File: src/rtl/nibble_serial_adder_pkg.sv
// Shared types and constants for the nibble-serial add/subtract unit.
package nibble_serial_adder_pkg;

  localparam int NIB_W = 4;

  typedef enum logic [1:0] {
    IDLE = 2'd0,
    RUN  = 2'd1,
    DONE = 2'd2
  } state_e;

endpackage

File: src/rtl/nibble_serial_adder_cla_nibble.sv
// Combinational 4-bit carry-lookahead slice; also exports the carry into bit 3
// so the top can form signed overflow on the most significant nibble.
module cla_nibble
  import nibble_serial_adder_pkg::*;
(
  input  logic [NIB_W-1:0] x,
  input  logic [NIB_W-1:0] y,
  input  logic             ci,
  output logic [NIB_W-1:0] s,
  output logic             co,
  output logic             c3
);

  logic [NIB_W-1:0] g;
  logic [NIB_W-1:0] p;
  logic [NIB_W-1:0] c;

  assign g = x & y;
  assign p = x ^ y;

  // Every carry is flattened to generate/propagate terms of ci; no ripple path.
  assign c[0] = ci;
  assign c[1] = g[0] | (p[0] & ci);
  assign c[2] = g[1] | (p[1] & g[0]) | (p[1] & p[0] & ci);
  assign c[3] = g[2] | (p[2] & g[1]) | (p[2] & p[1] & g[0])
              | (p[2] & p[1] & p[0] & ci);
  assign co   = g[3] | (p[3] & g[2]) | (p[3] & p[2] & g[1])
              | (p[3] & p[2] & p[1] & g[0]) | (p[3] & p[2] & p[1] & p[0] & ci);

  assign s  = p ^ c;
  assign c3 = c[3];

endmodule

File: src/rtl/nibble_serial_adder.sv
// WIDTH-bit add/subtract that time-multiplexes one 4-bit CLA slice over the
// operand nibbles, with valid/ready handshakes on input and result.
module nibble_serial_adder
  import nibble_serial_adder_pkg::*;
#(
  parameter int WIDTH = 16
) (
  input  logic             clk,
  input  logic             rst,
  input  logic             in_valid,
  output logic             in_ready,
  input  logic [WIDTH-1:0] A,
  input  logic [WIDTH-1:0] B,
  input  logic             Cin,
  input  logic             sub,
  output logic             out_valid,
  input  logic             out_ready,
  output logic [WIDTH-1:0] Sum,
  output logic             Cout,
  output logic             Ovf,
  output logic             Zero
);

  localparam int NIBS  = WIDTH / NIB_W;
  localparam int CNT_W = (NIBS > 1) ? $clog2(NIBS) : 1;
  localparam logic [CNT_W-1:0] LAST_NIB = CNT_W'(NIBS - 1);

  state_e             state_q;
  logic [CNT_W-1:0]   cnt_q;
  logic [WIDTH-1:0]   opa_q;
  logic [WIDTH-1:0]   opb_q;
  logic               carry_q;
  logic [WIDTH-1:0]   sum_q;
  logic [WIDTH-1:0]   sum_d;
  logic               in_ready_q;
  logic               out_valid_q;
  logic               cout_q;
  logic               ovf_q;
  logic               zero_q;

  logic [NIB_W-1:0]   slice_s;
  logic               slice_co;
  logic               slice_c3;

  cla_nibble u_slice (
    .x  (opa_q[NIB_W*cnt_q +: NIB_W]),
    .y  (opb_q[NIB_W*cnt_q +: NIB_W]),
    .ci (carry_q),
    .s  (slice_s),
    .co (slice_co),
    .c3 (slice_c3)
  );

  // NOTE: give every always_comb output a default first so no path leaves it
  // unassigned; otherwise synthesis infers a latch.
  always_comb begin
    sum_d = sum_q;
    sum_d[NIB_W*cnt_q +: NIB_W] = slice_s;
  end

  // NOTE: state is updated with non-blocking assignments so every register
  // samples pre-edge values, independent of statement order.
  always_ff @(posedge clk or posedge rst) begin
    if (rst) begin
      state_q     <= IDLE;
      cnt_q       <= '0;
      opa_q       <= '0;
      opb_q       <= '0;
      carry_q     <= 1'b0;
      sum_q       <= '0;
      in_ready_q  <= 1'b1;
      out_valid_q <= 1'b0;
      cout_q      <= 1'b0;
      ovf_q       <= 1'b0;
      zero_q      <= 1'b0;
    end else begin
      unique case (state_q)
        IDLE: begin
          if (in_valid) begin
            opa_q      <= A;
            opb_q      <= sub ? ~B : B;
            carry_q    <= sub ? 1'b1 : Cin;
            cnt_q      <= '0;
            in_ready_q <= 1'b0;
            state_q    <= RUN;
          end
        end
        RUN: begin
          sum_q   <= sum_d;
          carry_q <= slice_co;
          if (cnt_q == LAST_NIB) begin
            // Flags are formed from the final slice so they appear with out_valid.
            cout_q      <= slice_co;
            ovf_q       <= slice_c3 ^ slice_co;
            zero_q      <= (sum_d == '0);
            out_valid_q <= 1'b1;
            state_q     <= DONE;
          end else begin
            cnt_q <= cnt_q + 1'b1;
          end
        end
        DONE: begin
          if (out_ready) begin
            out_valid_q <= 1'b0;
            in_ready_q  <= 1'b1;
            state_q     <= IDLE;
          end
        end
        default: begin
          out_valid_q <= 1'b0;
          in_ready_q  <= 1'b1;
          state_q     <= IDLE;
        end
      endcase
    end
  end

  assign in_ready  = in_ready_q;
  assign out_valid = out_valid_q;
  assign Sum       = sum_q;
  assign Cout      = cout_q;
  assign Ovf       = ovf_q;
  assign Zero      = zero_q;

endmodule

File: config.mk
export PLATFORM = sky130hd
export DESIGN_NAME = nibble_serial_adder
export DESIGN_NICKNAME = d
export VERILOG_FILES = /design/src/rtl/nibble_serial_adder_pkg.sv /design/src/rtl/nibble_serial_adder_cla_nibble.sv /design/src/rtl/nibble_serial_adder.sv
export SDC_FILE = /design/constraint.sdc
export NUM_CORES = 1
export LEC_CHECK = 0
export ABC_AREA = 0
export BUFFER_PORTS_ARGS = -buffer_cell sky130_fd_sc_hd__clkbuf_2
export CORE_ASPECT_RATIO = 0.7
export CORE_MARGIN = 2
export CORE_UTILIZATION = 40
export DETAILED_ROUTE_END_ITERATION = 12
export PLACE_DENSITY = 0.68
export SLEW_MARGIN = 20
export SYNTH_ARGS = -nofsm -noshare
export SYNTH_HDL_FRONTEND = slang
export SYNTH_HIERARCHICAL = 1
export SYNTH_SLANG_ARGS = --single-unit
File: constraint.sdc
create_clock -name clk -period 3.4 [get_ports clk]
set_input_delay 0.85 -clock clk [delete_from_list [all_inputs] [get_ports clk]]
set_output_delay 0.85 -clock clk [all_outputs]
set_load 0.05 [all_outputs]
==> run_results.csv <==
group,metric,value,unit
cells_and_area,finalNetCount,357,
routing,ant_nets,0,
sta,slew_headroom,0.565,
critical_path,critical_path_class,"reg -> reg",
critical_path,cp_top_family,"compound AO/OA/AOI/OAI gates",
cts,ctsHoldBuffers,0,
cts,clk_transition_reported_paths,0.06,ns
critical_path,cp-end-kind,"flop",
floorplan,design.core.area,6880,sq um
sta,totalNegativeSetupSlack,0,ns
global_route,global_route.usage.total,0.169,
global_route,grt_max_degree,53,
critical_path,cp_data_required_time,3.63,ns
cells_and_area,final_common_cell,"clkbuf_2",
floorplan,num_rows,25,
cells_and_area,antennaDiodeCount,0,
min_path,hold_class,"reg -> reg",
synthesis,synth_area,2900,sq um
synthesis,synth.largest_area_cell,"dfrtp_1",
routing,drt_pre_antenna_iters,4,
cts,clock_sink_count,58,
placement,placer_congestion_estimate,0.843,
cells_and_area,syn2layout_area_growth,19.6,%
floorplan,die_h,75.3,microns
sta,tightestPinTransition,0.648,ns
synthesis,cell_types_with_the_largest_area_share_after_synthesis,"dfrtp_1, mux4_2, mux2_1, xnor2_1, a32o_1",
critical_path,critPathBufInv,1,
cells_and_area,multi_input_area,1360,sq um
synthesis,post-synth-top-area-fraction,0.491,
cts,cts-buffers-inserted,9,
routing,dr_wl_met3,354,microns
synthesis,synth.yosys.warnings,6,
synthesis,postSynth.topFlopCell,"dfrtp_1",
cells_and_area,filler_cell_count,657,
cells_and_area,fin_area,3470,sq um
critical_path,crit_path_start_kind,"flop",
critical_path,largest_stage_delay_worst_path,0.58,ns
synthesis,ys_seq_area_frac,0.500,
synthesis,synthDistinctLibCells,42,
routing,route.vias.total,2050,
floorplan,start_util,0.422,
cts,cts.htree.levels,3,
sta,final.period_utilization,0.844,
routing,route.final.wire_length,5990,microns
synthesis,postSynthNetCount,295,
floorplan,die_width,106,microns
sta,period_needed,2.87,ns
cts,clock_latency_of_the_later_clocked_register_in_the_worst_skew_pair,0.34,ns
placement,buffer_ports.inserted,58,
cts,tritoncts,"yes",
critical_path,crit_path_cells,"buf_4, mux4_2, ha_1, o21ai_0, o21bai_2, xor2_1, o32a_1, o21ai_2",
placement,detailed_place.area,3290,sq um
cts,cts_post_setup_buffers_inserted,0,
synthesis,asyncSetResetFlopFracSynth,1.00,
routing,routed_via_density,5.04,
cells_and_area,area.sequential,1450,sq um
sta,number_of_hold_slack_violations_in_the_final_timing_report,0,
flow_run,cap_violations,0,
routing,top_layer_used,"met4",
routing,met2_wirelength,2670,microns
global_route,initial_antenna_violation_count,0,
synthesis,synth-seq-cells,58,
sta,slew_viol_final,0,
routing,drcViolationCount,0,
critical_path,worstPathArrival,3.10,ns
cts,post_cts.resized_instances,0,
routing,avgRoutedWirePerCell,14.7,microns
sta,fmax,348,MHz
global_route,gr-total-overflow,0,
routing,dr.first_iter.drc_count,93,
cells_and_area,final_layout_size_suffix_gt1_frac,0.323,
cells_and_area,final_cell_mix,"clkbuf_2, dfrtp_1, nor2_1, xnor2_1, a21oi_1",
sta,grt_setup_unrepaired,"false",
sta,finalSetupViolCount,0,
critical_path,slowest_stage,"dfrtp_1",
critical_path,critPathMaxFanout,12,
global_route,grt_pass1_vias,2054,
placement,dp.final_hpwl,4450,microns
synthesis,synth-edff-count,0,
global_route,grt_first_pass_wirelength,10200,microns
cts,cts-root-buf,"clkbuf_8",
cts,ctsLongestPathBuffers,2,
sta,fin_worst_skew,0.00516,ns
synthesis,postSynthCellCount,246,
floorplan,io_pins,59,
synthesis,synthesis.area_per_instance,11.8,sq um
status,outcome,"finished clean",
routing,drt-met1-wl,2910,microns
floorplan,floorplan.die_area,7970,sq um
[kinds of logic (layout without fill, tap and decap cells)]
| logic type | count (synthesis) | count (layout) | share of synthesized area |
|---|---|---|---|
| AND/OR/NAND/NOR | 60 | 60 | 0.0982 |
| flip-flops | 58 | 58 | 0.500 |
| AO/OA/AOI/OAI | 49 | 49 | 0.121 |
| multiplexers | 27 | 27 | 0.137 |
| buffers and inverters | 21 | 88 | 0.0336 |
| XOR/XNOR | 20 | 20 | 0.0603 |
| adder cells (fa/ha/maj) | 11 | 11 | 0.0500 |
[registers in the layout, indices dropped and copies added, names as in the netlist]
register and flops:
Cout 1, Ovf 1, Sum 16, Zero 1, carry_q 1, cnt_q 2
in_ready 1, opa_q 16, opb_q 16, out_valid 1, state_q 2
[worst paths after layout]
kind / start / end / slack (ns) / cells after the start
max: cnt_q[0] / Zero / 0.53 / 8
min: in_ready / in_ready / 0.46 / 2
max reg2reg: cnt_q[0] / Zero / 0.53 / 8
min reg2reg: in_ready / in_ready / 0.46 / 2
max in group asynchronous: rst / opa_q[12] / 2.25 / 3
min in group asynchronous: rst / out_valid / 0.52 / 2
[tightest hold or removal path: cells and delay by family, from the launching register on]
kind                   cells  cell delay [ns]
DFF                        1             0.37
AOI/OAI and AO/OA          1             0.05
buffers and inverters      1             0.04
[synthesized netlist by cell type, types with 2 or more instances]
library cell   n
mux2_2         4
buf_2          6
nor4_1         4
nor2_1        28
o21ai_1        3
xor2_1         2
buf_4          3
mux2_1        14
nor2b_1        2
dfrtp_1       57
clkbuf_1       3
a32o_1        14
nand2_1       15
a21oi_1       17
inv_1          9
xnor2_1       18
mux4_2         8
o21ai_0        6
ha_1          10
[metrics by stage]
stage	hold slack [ns]	worst slack, ns	std cells	utilization
after floorplan	0.452	0.681	246	-
after CTS	0.465	0.518	407	0.505
after global placement	0.450	0.607	391	0.478
after global routing	0.497	0.383	407	0.505
final	0.463	0.531	407	0.505
after detailed placement	0.456	0.543	391	0.478
[layout make-up]
| class | count | share of cell area |
|---|---|---|
| Sequential cell | 58 | 0.418 |
| Multi-Input combinational cell | 167 | 0.391 |
| Timing Repair Buffer | 63 | 0.0943 |
| Clock buffer | 14 | 0.0497 |
| Tap cell | 94 | 0.0338 |
| Inverter | 9 | 0.00972 |
| Clock inverter | 2 | 0.00288 |
[metal layers]
metal,GRT usage,vias to the layer above
met4,0.0526,0
met1,0.228,987
met3,0.0590,5
met5,0,-
met2,0.263,51
li1,-,1007
Power is left out: the tool's default activity adds up to more than one toggle a clock period on the data nets, which glitch-free logic cannot reach.
